<file path="src/rtl/sja_host_bus_slave.sv">
// SJA1000-style multiplexed host bus responder with a 2**ADDR_W byte register file (MOD/CMR/IR/IER).
// Latency: pin event to register/AD_OE effect is 3 CLK; no backpressure. SJA_MOTOROLA_EN adds E/R/W decoding.
module sja_host_bus_slave #(
    parameter int          ADDR_W  = 5,
    parameter logic [7:0]  MOD_RST = 8'h01
) (
    input  logic       CLK,
    input  logic       RST,
    input  logic [7:0] AD_I,
    output logic [7:0] AD_O,
    output logic       AD_OE,
    input  logic       CS,
    input  logic       RD,
    input  logic       WR,
    input  logic       ALE,
    input  logic       MODE,
    output logic       INT,
    input  logic [7:0] irq_set,
    output logic       cmd_valid,
    output logic [7:0] cmd_data,
    output logic [7:0] mod_q
);
    localparam int NREG = 2 ** ADDR_W;
    localparam logic [ADDR_W-1:0] A_MOD = ADDR_W'(0);
    localparam logic [ADDR_W-1:0] A_CMR = ADDR_W'(1);
    localparam logic [ADDR_W-1:0] A_IR  = ADDR_W'(3);
    localparam logic [ADDR_W-1:0] A_IER = ADDR_W'(4);

    typedef enum logic [1:0] {IDLE, READ, WRITE} state_t;

    state_t            state;
    logic [ADDR_W-1:0] addr_q;
    logic [7:0]        regs [NREG];
    logic [7:0]        ir;
    logic [7:0]        rdata;

    logic       cs_s1, cs_s2, rd_s1, rd_s2, rd_s3, wr_s1, wr_s2, wr_s3, ale_s1, ale_s2, ale_s3;
    logic [7:0] ad_s1, ad_s2;
    logic       intel, rd_act, wr_act, commit, ir_clr;

    // Synchronisers reset to the idle Intel bus levels so no edge is seen out of reset.
    always_ff @(posedge CLK) begin
        if (RST) begin
            cs_s1  <= 1'b1; cs_s2  <= 1'b1;
            rd_s1  <= 1'b1; rd_s2  <= 1'b1; rd_s3 <= 1'b1;
            wr_s1  <= 1'b1; wr_s2  <= 1'b1; wr_s3 <= 1'b1;
            ale_s1 <= 1'b0; ale_s2 <= 1'b0; ale_s3 <= 1'b0;
            ad_s1  <= 8'h00; ad_s2 <= 8'h00;
        end else begin
            cs_s1  <= CS;   cs_s2  <= cs_s1;
            rd_s1  <= RD;   rd_s2  <= rd_s1;  rd_s3 <= rd_s2;
            wr_s1  <= WR;   wr_s2  <= wr_s1;  wr_s3 <= wr_s2;
            ale_s1 <= ALE;  ale_s2 <= ale_s1; ale_s3 <= ale_s2;
            ad_s1  <= AD_I; ad_s2  <= ad_s1;
        end
    end

`ifdef SJA_MOTOROLA_EN
    logic mode_s1, mode_s2;
    always_ff @(posedge CLK) begin
        if (RST) begin
            mode_s1 <= 1'b1; mode_s2 <= 1'b1;
        end else begin
            mode_s1 <= MODE; mode_s2 <= mode_s1;
        end
    end
    assign intel  = mode_s2;
    // Motorola: RD carries E, WR carries R/W (1 = read); commit on E falling.
    assign rd_act = intel ? ~rd_s2 : (rd_s2 & wr_s2);
    assign wr_act = intel ? ~wr_s2 : (rd_s2 & ~wr_s2);
    assign commit = intel ? (wr_s2 & ~wr_s3) : (~rd_s2 & rd_s3);
`else
    logic unused_mode;
    assign unused_mode = MODE;
    assign intel  = 1'b1;
    assign rd_act = ~rd_s2;
    assign wr_act = ~wr_s2;
    assign commit = wr_s2 & ~wr_s3;
`endif

    assign ir_clr = (state == READ) && (cs_s2 || !rd_act) && (addr_q == A_IR);
    assign mod_q  = regs[A_MOD];

    always_comb begin
        rdata = regs[addr_q];
        if (addr_q == A_CMR)
            rdata = 8'hFF;
        else if (addr_q == A_IR)
            rdata = ir;
    end

    always_ff @(posedge CLK) begin
        if (RST) begin
            state     <= IDLE;
            addr_q    <= '0;
            AD_O      <= 8'h00;
            AD_OE     <= 1'b0;
            INT       <= 1'b1;
            ir        <= 8'h00;
            cmd_valid <= 1'b0;
            cmd_data  <= 8'h00;
            for (int i = 0; i < NREG; i++)
                regs[i] <= (i == 0) ? MOD_RST : 8'h00;
        end else begin
            cmd_valid <= 1'b0;
            if (ale_s3 && !ale_s2)
                addr_q <= ad_s2[ADDR_W-1:0];
            // A set pulse landing on the clear cycle survives.
            ir  <= (ir & ~{8{ir_clr}}) | irq_set;
            INT <= ~|(ir & regs[A_IER]);
            case (state)
                IDLE: begin
                    if (!cs_s2 && rd_act) begin
                        state <= READ;
                        AD_OE <= 1'b1;
                        AD_O  <= rdata;
                    end else if (!cs_s2 && wr_act) begin
                        state <= WRITE;
                    end
                end
                READ: begin
                    if (cs_s2 || !rd_act) begin
                        state <= IDLE;
                        AD_OE <= 1'b0;
                    end else begin
                        AD_O <= rdata;
                    end
                end
                WRITE: begin
                    if (cs_s2 || rd_act) begin
                        state <= IDLE;
                    end else if (commit) begin
                        state <= IDLE;
                        if (addr_q == A_CMR) begin
                            cmd_valid <= 1'b1;
                            cmd_data  <= ad_s2;
                        end else if (addr_q != A_IR) begin
                            regs[addr_q] <= ad_s2;
                        end
                    end
                end
                default: state <= IDLE;
            endcase
        end
    end
endmodule

</file>
<file path="config.mk">
export PLATFORM = sky130hd
export DESIGN_NAME = sja_host_bus_slave
export DESIGN_NICKNAME = d
export VERILOG_FILES = /design/src/rtl/sja_host_bus_slave.sv
export SDC_FILE = /design/constraint.sdc
export NUM_CORES = 1
export LEC_CHECK = 0
export ABC_AREA = 1
export BUFFER_PORTS_ARGS = -buffer_cell sky130_fd_sc_hd__buf_2
export CORE_ASPECT_RATIO = 1.1
export CORE_MARGIN = 1
export CORE_UTILIZATION = 62
export CTS_CLUSTER_DIAMETER = 150
export DETAILED_ROUTE_END_ITERATION = 10
export PLACE_DENSITY = 0.76
export RECOVER_POWER = 25
export SKIP_LAST_GASP = 1
export SYNTH_ARGS = -nofsm -noshare
export SYNTH_HDL_FRONTEND = slang
export SYNTH_SLANG_ARGS = --single-unit
</file>
<file path="constraint.sdc">
create_clock -name CLK -period 2.77 [get_ports CLK]
set_input_delay 0 -clock CLK [delete_from_list [all_inputs] [get_ports CLK]]
set_output_delay 0 -clock CLK [all_outputs]
set_load 0.02 [all_outputs]
</file>
==> out/results.env <==
FIN_NETS=1566
FLOORPLAN.INITIALDENSITY_PCT=63.9
CTS-RESIZED-GATES=0
MAX-SLEW-MARGIN-REL_PCT=34.8
POST_PLACEMENT_CELL_AREA_UM2=14600
DRT_WL_TOTAL_MM=34.3
TOTALPOWERFINAL_mW=10.1
TRITONCTS.NUM_BUFFERS=30
AREA_GROWTH_PCT=13.9
NUMCLOCKSINKS=321
SETUP-TNS-FINAL_PS=0
ROUTED-VIA-COUNT=10400
AVGSYNTHCELLAREA_UM2=9.37
FLOORPLAN.DIE.WIDTH_UM=144
P_LEAK_nW=6.05
SYNTH_AREA_LEADER_CELL='sky130_fd_sc_hd__edfxtp_1'
WORST_HOLD_PATH_TYPE='in2reg'
NUMBER_OF_GLOBAL_ROUTE_VIAS_BEFORE_REPAIR=10000
SYNTH.YOSYS.SEQ_AREA_SHARE_PCT=65.4
CTS_TREE='done'
N_ANTENNA_CELL=0
FIN_AREA_UM2=15600
GR_UTIL_ALL_LAYERS_PCT=31.4
FIRST_PASS_ITERS=6
CLK_ROOT_BUFFER_CELL='sky130_fd_sc_hd__clkbuf_16'
CLOCK_LATENCY_PS=550
NFILLCELLS=1574
SYN_INST=1466
POWER_DENSITY_nW_PER_UM2=648
FINAL.SETUP_SKEW_PS=9.34
MOST-COMMON-LAYOUT-CELLS='445 x sky130_fd_sc_hd__nand2_1, 280 x sky130_fd_sc_hd__nor2_1, 256 x sky130_fd_sc_hd__edfxtp_1, 186 x sky130_fd_sc_hd__nand3_1, 63 x sky130_fd_sc_hd__dfxtp_1'
MULTIINPUTGATEAREA_UM2=4260
IRDROPWORSTVDD_mV=0.636
POST_DRT_VIA_CELL_RATIO=5.63
GRT_ANTENNA_BEFORE_REPAIR=0
GRT_SETUP_UNREPAIRED='false'
WORST_PATH_SETUP_SLACK_AFTER_ROUTING_PS=240
CTSHTREEMAXLEVEL=1
WORST_PIN_SLEW_PS=978
SYN_AREA_UM2=13700
FINALCRITPERIODSHARE_PCT=91.3
SYNTH.FF_LATCH_COUNT=321
MAXCAPVIOLCOUNT=0
MAXIMUM_NUMBER_OF_PINS_ON_ONE_NET_BEFORE_GLOBAL_ROUTE_REPAIR=89
REGAREA_UM2=8990
FINALMAXSLEWVIOLATIONS=0
TIMING_HOLD_VIOLATIONS_FINAL=0
NON_FILLER_CELLS_FINAL=1854
SYNTH_TOP_CELLS_BY_AREA='sky130_fd_sc_hd__edfxtp_1 56%, sky130_fd_sc_hd__nand2_1 12%, sky130_fd_sc_hd__dfxtp_1 9.5%, sky130_fd_sc_hd__nor2_1 7.6%, sky130_fd_sc_hd__nand3_1 6.8%'
ANTENNA_LEFT=0
RUN_STATUS='finished clean'
FLOORPLAN.DIE_AREA_UM2=22800
GRT-OVFL-TOTAL=0
CLOCK_PATH_BUFFERS=3
ROUTED_WIRE_LENGTH_PER_INSTANCE_UM=18.5
TIMING.FINAL.CRIT_PERIOD_PS=2530
POSTCTSSETUPREPAIRBUFS=0
CP_DATA_REQUIRED_TIME_PS=2980
SYNTH_TOP_CELL_AREA_SHARE_PCT=56.0
IO_BUFFER_COUNT=48
LAYOUT.CELLS.MOST_COMMON='sky130_fd_sc_hd__nand2_1'
GRT_PASS1_WL_MM=52.8
PLACE_INST=1780
YOSYSWARNINGS=0
ARRIVAL_PS=2740
WORST_SETUP_PATH_TYPE='in2reg'
DRC_ERRORS=0
POST_SYNTH_NUM_CELL_TYPES=25
PATH_CLK_SLEW_PS=60
FLOORPLAN.ROWS=56
SHARE_OF_CELLS_ABOVE_DRIVE_STRENGTH_1_PCT=8.50
CAPTURING_ELEMENT_TYPE_OF_THE_CRITICAL_PATH='flop'
PLACE_WORST_SETUP_SLACK_PS=358
NUM_IO_PINS=50
DP_HPWL_MM=21.4
FINALCOREUTILIZATION_PCT=72.7
DESIGN.CORE.AREA_UM2=21500
DIE_H_UM=158
MAX_FREQ_GHz=0.395
DRT_ITER0_DRC=1137
SETUP_VIOL=0
CRIT_PATH_START_KIND='input port'
TIMING.HOLD.WS_PS=170
GP_CONGESTION=0.853
CRIT_PATH_MAX_FANOUT=39
## sequential cells by signal, summed over array words and instances, names as in the netlist, named ones only
signal     flops
cmd_data       8
ad_s2          8
rd_s1          1
wr_s2          1
cs_s2          1
ale_s2         1
ale_s1         1
wr_s1          1
regs         256
wr_s3          1
INT            1
AD_O           8
AD_OE          1
ale_s3         1
ad_s1          8
rd_s2          1
ir             8
addr_q         5
state          2
cmd_valid      1
cs_s1          1
## synth_stat cells
cell and number:
sky130_fd_sc_hd__o21ai_2 1, sky130_fd_sc_hd__a41oi_1 1, sky130_fd_sc_hd__nand3_1 186, sky130_fd_sc_hd__conb_1 1, sky130_fd_sc_hd__nor2_2 4, sky130_fd_sc_hd__nand2_4 4, sky130_fd_sc_hd__clkbuf_1 74, sky130_fd_sc_hd__buf_1 13
sky130_fd_sc_hd__edfxtp_1 256, sky130_fd_sc_hd__nand2_2 11, sky130_fd_sc_hd__a21oi_1 39, sky130_fd_sc_hd__a22o_1 2, sky130_fd_sc_hd__inv_1 42, sky130_fd_sc_hd__nor2_1 279, sky130_fd_sc_hd__nor3_4 1, sky130_fd_sc_hd__o21ai_0 21
sky130_fd_sc_hd__inv_2 3, sky130_fd_sc_hd__nand2_1 440, sky130_fd_sc_hd__clkinv_1 2, sky130_fd_sc_hd__a221oi_1 2, sky130_fd_sc_hd__dfxtp_1 65, sky130_fd_sc_hd__nand4_1 2, sky130_fd_sc_hd__buf_2 1, sky130_fd_sc_hd__nor3_1 10
sky130_fd_sc_hd__or2_2 6
## cells by family (layout without fill, tap and decap cells)
family | count (synthesis) | after routing | synth area share [%]
flops | 321 | 321 | 65.4
other cells | 1 | 16 | 0.0273
simple gates | 943 | 943 | 28.3
buf+inv | 135 | 218 | 3.70
compound gates | 66 | 66 | 2.57
## final timing paths
kind              cells after the start                   endpoint             startpoint  slack (ps)
setup / recovery                      5  regs[20][4]$_SDFFCE_PN0P_                    RST         240
hold / removal                        3           rd_s1$_SDFF_PP1_                     RD         170
setup reg to reg                      9   regs[9][4]$_SDFFCE_PN0P_  state[1]$_SDFFE_PP0P_         270
hold reg to reg                       2          ale_s2$_SDFF_PP0_      ale_s1$_SDFF_PP0_         400
## critical path, cell delays in order
cell and delay, ps:
sky130_fd_sc_hd__dlygate4sd3_1 530, sky130_fd_sc_hd__clkbuf_1 540, sky130_fd_sc_hd__clkinv_1 610, sky130_fd_sc_hd__buf_2 570, sky130_fd_sc_hd__nand2_1 460
## cell type report
class,count,area share (%)
Clock inverter,11,0.720
Tap cell,290,2.32
Inverter,47,1.14
Sequential cell,321,57.5
Multi-Input combinational cell,1025,27.2
Clock buffer,42,5.61
Timing Repair Buffer,118,5.49
## timing repair
| item | CTS | global route |
|---|---|---|
| setup endpoints to repair | 0 | 0 |
| hold buffers | 21 | 0 |
| endpoints found under the hold margin | 29 | 0 |
## where the power goes
part / switching, mW / internal (mW) / total, mW
clock: 1.71 / 2.39 / 4.10
sequential: 0.0677 / 5.36 / 5.43
combinational: 0.432 / 0.173 / 0.606
## layer usage
layer	vias to the layer above	share of wire (%)	global-route usage (%)
met2	528	49	53.5
met4	0	4.5	14.8
met5	-	0	0
li1	4977	-	-
met1	4816	38	39.6
met3	124	8.5	4.30
No activity file was read; power rests on OpenSTA's default activity.
